### config.mk
export PLATFORM = sky130hd
export DESIGN_NAME = branch_seq_ctrl
export DESIGN_NICKNAME = d
export VERILOG_FILES = /design/src/rtl/branch_seq_ctrl.sv
export SDC_FILE = /design/constraint.sdc
export NUM_CORES = 1
export LEC_CHECK = 0
export CAP_MARGIN = 20
export CORE_MARGIN = 2
export CORE_UTILIZATION = 49
export DETAILED_ROUTE_END_ITERATION = 7
export HOLD_SLACK_MARGIN = 0.06
export PLACE_DENSITY_LB_ADDON = 0.12
export SETUP_SLACK_MARGIN = 0.4
export SYNTH_ARGS = -nofsm -noshare
export SYNTH_HDL_FRONTEND = slang
export SYNTH_SLANG_ARGS = --single-unit
### constraint.sdc
create_clock -name clk -period 3.9 [get_ports clk]
set_input_delay 0.78 -clock clk [delete_from_list [all_inputs] [get_ports clk]]
set_output_delay 0.78 -clock clk [all_outputs]
set_load 0.03 [all_outputs]
### src/rtl/branch_seq_ctrl.sv
// Branch-execution sub-FSM of the multicycle control unit: sequences the
// branch-target and compare cycles and counts taken branches.
module branch_seq_ctrl #(
    parameter int          CNT_W  = 16,
    parameter logic [5:0]  OP_BEQ = 6'h04,
    parameter logic [5:0]  OP_BNE = 6'h05,
    parameter logic [5:0]  OP_BLE = 6'h06,
    parameter logic [5:0]  OP_BGT = 6'h07
) (
    input  logic             clk,
    input  logic             reset,
    input  logic             start,
    input  logic [5:0]       opcode,
    input  logic             pc_wr_en,
    output logic             busy,
    output logic             done,
    output logic             illegal,
    output logic             alu_src_a,
    output logic [1:0]       alu_src_b,
    output logic [2:0]       alu_op,
    output logic             aluout_wr,
    output logic [1:0]       pc_source,
    output logic             pc_write_cond,
    output logic [1:0]       branch_ctrl,
    output logic [CNT_W-1:0] taken_cnt,
    output logic [2:0]       state_dbg
);

    typedef enum logic [2:0] {
        IDLE    = 3'd0,
        TARGET  = 3'd1,
        COMPARE = 3'd2,
        DONE    = 3'd3,
        ERR     = 3'd4
    } state_t;

    state_t     state;
    state_t     next_state;
    logic [5:0] op_q;
    logic       op_is_branch;

    // Handshake: start is a one-cycle request honoured only in IDLE; every
    // accepted start ends in exactly one done or one illegal pulse.
    assign op_is_branch = (opcode == OP_BEQ) || (opcode == OP_BNE) ||
                          (opcode == OP_BLE) || (opcode == OP_BGT);

    always_ff @(posedge clk or negedge reset) begin
        if (!reset) begin
            state <= IDLE;
        end else begin
            state <= next_state;
        end
    end

    always_ff @(posedge clk or negedge reset) begin
        if (!reset) begin
            op_q <= 6'd0;
        end else if (state == IDLE && start) begin
            op_q <= opcode;
        end
    end

    // Saturating: once all-ones the count holds rather than wrapping.
    always_ff @(posedge clk or negedge reset) begin
        if (!reset) begin
            taken_cnt <= '0;
        end else if (state == COMPARE && pc_wr_en && taken_cnt != '1) begin
            taken_cnt <= taken_cnt + {{(CNT_W-1){1'b0}}, 1'b1};
        end
    end

    always_comb begin
        next_state = state;
        case (state)
            IDLE: begin
                if (start) begin
                    next_state = op_is_branch ? TARGET : ERR;
                end
            end
            TARGET:  next_state = COMPARE;
            COMPARE: next_state = DONE;
            DONE:    next_state = IDLE;
            ERR:     next_state = IDLE;
            default: next_state = IDLE;
        endcase
    end

    always_comb begin
        busy          = 1'b0;
        done          = 1'b0;
        illegal       = 1'b0;
        alu_src_a     = 1'b0;
        alu_src_b     = 2'b00;
        alu_op        = 3'b000;
        aluout_wr     = 1'b0;
        pc_source     = 2'b00;
        pc_write_cond = 1'b0;
        branch_ctrl   = 2'b00;
        case (state)
            TARGET: begin
                busy      = 1'b1;
                alu_src_b = 2'b11;
                alu_op    = 3'b001;
                aluout_wr = 1'b1;
            end
            COMPARE: begin
                busy          = 1'b1;
                alu_src_a     = 1'b1;
                alu_op        = 3'b111;
                pc_source     = 2'b01;
                pc_write_cond = 1'b1;
            end
            DONE: begin
                busy = 1'b1;
                done = 1'b1;
            end
            ERR: begin
                illegal = 1'b1;
            end
            default: begin
            end
        endcase
        // Condition select is held for the whole sequence so the mux sees a stable code.
        if (state != IDLE) begin
            if (op_q == OP_BEQ) begin
                branch_ctrl = 2'b11;
            end else if (op_q == OP_BNE) begin
                branch_ctrl = 2'b10;
            end else if (op_q == OP_BLE) begin
                branch_ctrl = 2'b01;
            end else begin
                branch_ctrl = 2'b00;
            end
        end
    end

    assign state_dbg = state;

endmodule

== Word-level counts from Yosys, hierarchy flattened ==
Cells that the tools add are included.
Word-level totals
  bits in registers: 25
  bits in latches: 0
  bits in writable memories: 0
  ROM bits: 0
  input port bits: 10
  output and inout bits: 34
  logic and storage cells: 41
  memories kept: 0
Cells by class
  add/sub/neg operators: 1
  multipliers: 0
  divide/modulo/power cells: 0
  magnitude comparators: 0
  equality and inequality tests: 13
  shift-type cells: 0
  multiplexer cells: 15
  bitwise gates (word level): 0
  reductions and logical operators: 9
Operator list (count)
  $eq 6x3->1 const B: 7
  $add 16x1->16 const B: 1
  $ne 16x16->1 const B: 1
  $pmux 3 s3: 1
  $mux 2: 4
  $mux 1: 7
  $eq 3x2->1 const B: 2
  $mux 3: 2
  $pmux 3 s2: 1
  $eq 3x1->1 const B: 1
  $eq 3x3->1 const B: 1
  $logic_and 1x1->1: 3
  $logic_not 3->1: 1
  $logic_or 1x1->1: 3
  $reduce_bool 3->1: 1
  $reduce_or 3->1: 1
  $ne 2x2->1 const B: 1

== Logic depth before layout (Yosys ltp) ==
  depth after elaboration: 7
  gate-level depth with buffers: 5
  mapped depth without buffers: 5

== Least setup slack after synthesis ==
Ideal clock, no wire load.
  path kind: register to output
  from: register state[1] (netlist: state_dbg[1])
  to: output port alu_op[0]
  arrival: 1998 ps
  required time: 3120 ps
  slack: 1122 ps
  stages on the path, launching flop included: 5
  path buffers: 1
  cell sequence: dfrtp_1 > inv_1 > nor3_1 > or2_2 > buf_4
On the way
  cells in the longest elaborated chain, start to end: 2
  elaborated cells between the ends (all ways): 3
  classes of those cells: eq/ne: 2; mux: 1
RTL lines
  start, declared: line 37  | state_t state;
  start signal, assigned: line 51  | state <= next_state;
  $eq 3x2->1 / $eq 3x1->1 (equally long branches): line 99  | case (state)
  $pmux 3 s2 (*): line 99
  end, declared: line 20  | output logic [2:0] alu_op,
Mark *: on every way between the ends. The rest lies on a longest branch, timed or not.

== Final worst setup path ==
Ends and elaborated chain as after synthesis.

==> metrics.md <==
| Metric | Value |
|---|---|
| Distinct cells, synth | `40` |
| Destination of the worst hold path | `op_q[4]` |
| Hold Crit Depth | `1` |
| Final worst-path setup slack | `879.9 ps` |
| Number of design-rule violations left by the first detailed-router iteration | `13` |
| Number of buffers inserted during clock tree synthesis | `3` |
| Clock-pin slew of the registers on the worst-case setup and hold paths | `between 100 and 150 ps` |
| Longest individual stage delay on the worst path | `around 660 ps` |
| Largest vdd supply drop | `525.1 uV` |
| Maximum count of clock buffers along a single path | `2` |
| Synthesis-to-finish area growth | `32.93%` |
| Total Die Area | `3164 sq um` |
| Leakage | `0.0007662 uW` |
| Critical setup path kind | `reg2out` |
| Worst setup slack for register-to-register paths | `2170 ps` |
| Switch Pwr | `roughly 400 uW` |
| PortBufs | `42` |
| Cell with the largest stage delay on the worst path | `clkdlybuf4s50_1` |
| Asr flop ratio synth | `100.0%` |
| Seq pwr share | `39.7%` |
| FF-to-FF path depth | `4` |
| CTS H-tree lvls | `1` |
| Internal power consumption | `573.8 uW` |
| Count of vias placed by the detailed router | `1066` |
| Worst R2R Start | `state_dbg[2]` |
| Count of flip-flops with a built-in enable after synthesis | `0` |
| Clock insertion delay at the later pin of the skew report | `310 ps` |
| Vias in the first global route | `1052` |
| Number of buffers inserted to repair setup after CTS | `0` |
| Antenna diode instance count | `0` |
| Routed length per instance | `14.38 um` |
| Synth Net Count | `137` |
| Gr ovfl total | `0` |
| Power per cell area | `~550 nW/um^2` |
| Clk pwr share | `11.9%` |
| Hold-fix buffer count after cts | `0` |
| Worst min-delay path class | `reg2reg` |
| Global-route wire length before repair | `4.698 mm` |
| Die outline width | `56.25 um` |
| Number of optimization iterations in the first detailed-route pass | `4` |
| Boundary pin count | `44` |
| Arrival time reported for the critical path endpoint | `around 2200 ps` |
| Initial antenna violation count | `0` |
| Total negative slack for setup checks | `0 ps` |
| Area of the mapped netlist | `around 1300 sq um` |
| Required time worst endpoint | `3120 ps` |
| DRC viols | `0` |
| Final Setup Violations | `0` |
| Number of instances in the placed design | `about 190` |
| Clock root buffer | `clkbuf_4` |
| Total half-perimeter wirelength after legalization and detailed placement | `2.071 mm` |
| #FFs+latches synth | `25` |
| Max-slew headroom | `59.34%` |
| Most frequent cells in the layout | `42 x clkdlybuf4s50_1, 25 x dfrtp_1, 14 x nor2_1` |
| Endpoint type of the worst setup path | `output pin` |
| Max-cap violation count | `0` |
| Syn Inst Count | `about 130` |
| Max-slew violation total from the final report | `0` |
| Status | `completed` |
| Share of cells above drive strength 1 | `12.27%` |
| Maximum clock rate | `roughly 330 MHz` |
| Unrepaired setup endpoints after global routing | `false` |
| Fin crit share | `77.44%` |
| CTS tree | `yes` |
| Count of nets after finishing | `175` |
| Most common cell after layout, fill and taps aside | `clkdlybuf4s50_1` |
| Die outline height | `between 50 and 60 um` |
| Sequential area share after synthesis | `46.77%` |
| Final Skew | `1.766 ps` |
| Final cell count without fillers | `193` |
| Final GP Congestion | `0.8222` |
| Initial Utilization | `53.03%` |
| Post-detailed-route via-to-cell ratio | `5.523` |
| Warning count from the yosys run | `0` |
| Pre-CTS setup slack | `approximately 1200 ps` |
| CORE AREA | `about 2500 sq um` |
| Standard-cell row count | `18` |
| Avg Inst Size Synth | `10.62 sq um` |
| CP Cell Sequence | `inv_1 > nor3_1 > or2_2 > clkdlybuf4s50_1` |
| Final hold violation count | `0` |
| DRT antenna net count | `0` |
| Worst flop-to-flop path endpoint | `taken_cnt[15]` |
| Total wirelength of the detailed-routed design | `2.775 mm` |
| Post-layout util | `70.49%` |
| Largest net degree at the start of global routing | `26` |
| Overall routing resource usage | `roughly 18%` |
| Slew @ Worst Pin | `605.2 ps` |
| Time the worst path needs with I/O delays and setup | `a little over 3000 ps` |
| Cells resized by post-CTS repair | `0` |
| Net switching share of the total power | `roughly two fifths` |
| Critical path startpoint category | `register` |
| Top_reg_cell synth | `dfrtp_1` |
| Crit-path max FO | `8` |
| Hold Path Origin | `op_q[4]` |
| Combinational fraction of design power | `48.4%` |
| CTS Sinks | `25` |
[power groups by stage]
stage	clock network, uW	logic [uW]	registers, uW
final	116	469	385
after global routing	128	503	398
after CTS	120	471	384
after detailed placement	0	469	389
after global placement	0	461	382
after floorplan	0	273	431
[stage by stage]
| step | area [sq um] | hold slack (ps) | power, uW |
|---|---|---|---|
| finish | 1778 | 520.7 | 969.8 |
| detailed placement | 1723 | 490.4 | 857.5 |
| global placement | 1723 | 488.9 | 843.2 |
| floorplan | 1338 | 471.4 | 704.1 |
| global route | 1778 | 537.1 | 1029 |
| CTS | 1750 | 525.0 | 975.3 |
[flip-flops by register name (all words and copies together), names as in the netlist]
signal     cells
taken_cnt     16
state_dbg      3
op_q           6
[cells in the mapped netlist, types with 3 or more instances]
cell type	n	share of area (%)
dfrtp_1	25	47
nor2_1	14	3.9
buf_4	9	5.1
mux2_2	7	5.9
nand3_1	7	2.6
nand2_1	6	1.7
xor2_1	6	3.9
nor3_1	5	1.9
a21oi_1	4	1.5
and4_1	3	2.0
nor4_1	3	1.4
xnor2_1	3	2.0
[cells by family after synthesis]
group,count (synthesis),synth area share (%)
AOI/OAI and AO/OA,10,4.865
xor gates and xnor gates,9,5.894
adders and majority gates,1,0.9353
buffers and inverters,12,5.986
DFF,25,46.77
muxes,9,7.764
other,1,0.2804
and+or+nand+nor,59,27.50
[area by class of cell]
type / instances / area, sq um
inverter: 2 / 7.507
timing repair buffer: 43 / 447.9
tap: 30 / 37.54
fill: 215 / 744.5
clock inverter: 1 / 5.005
clock buffer: 3 / 22.52
multi-input combinational: 89 / 631.9
sequential: 25 / 625.6
[worst max-delay path, delay by kind of cell (launching register included)]
kind | cells | cell delay, ps
buffers and inverters | 2 | 750
AND/OR/NAND/NOR | 2 | 690
flip-flops | 1 | 490
[worst max path at each step]
stage | from | endpoint | slack [ps]
after global routing | state_dbg[1] | alu_op[0] | 730
after CTS | state_dbg[1] | alu_op[0] | 860
after global placement | state_dbg[2] | branch_ctrl[1] | 1340
final | state_dbg[1] | alu_op[0] | 880
after floorplan | state_dbg[1] | alu_op[0] | 1120
after detailed placement | state_dbg[1] | alu_op[0] | 1240
[per-layer routing]
metal / wire, um / share of wire, % / GRT usage [%] / vias to the layer above
li1: - / - / - / 525
met1: 1175 / 42 / 21.68 / 505
met2: 1420 / 51 / 32.61 / 32
met3: 153 / 5.5 / 4.651 / 4
met4: 26 / 0.94 / 5.782 / 0
met5: 0 / 0 / 0 / -
No activity file was read; power rests on OpenSTA's default activity.
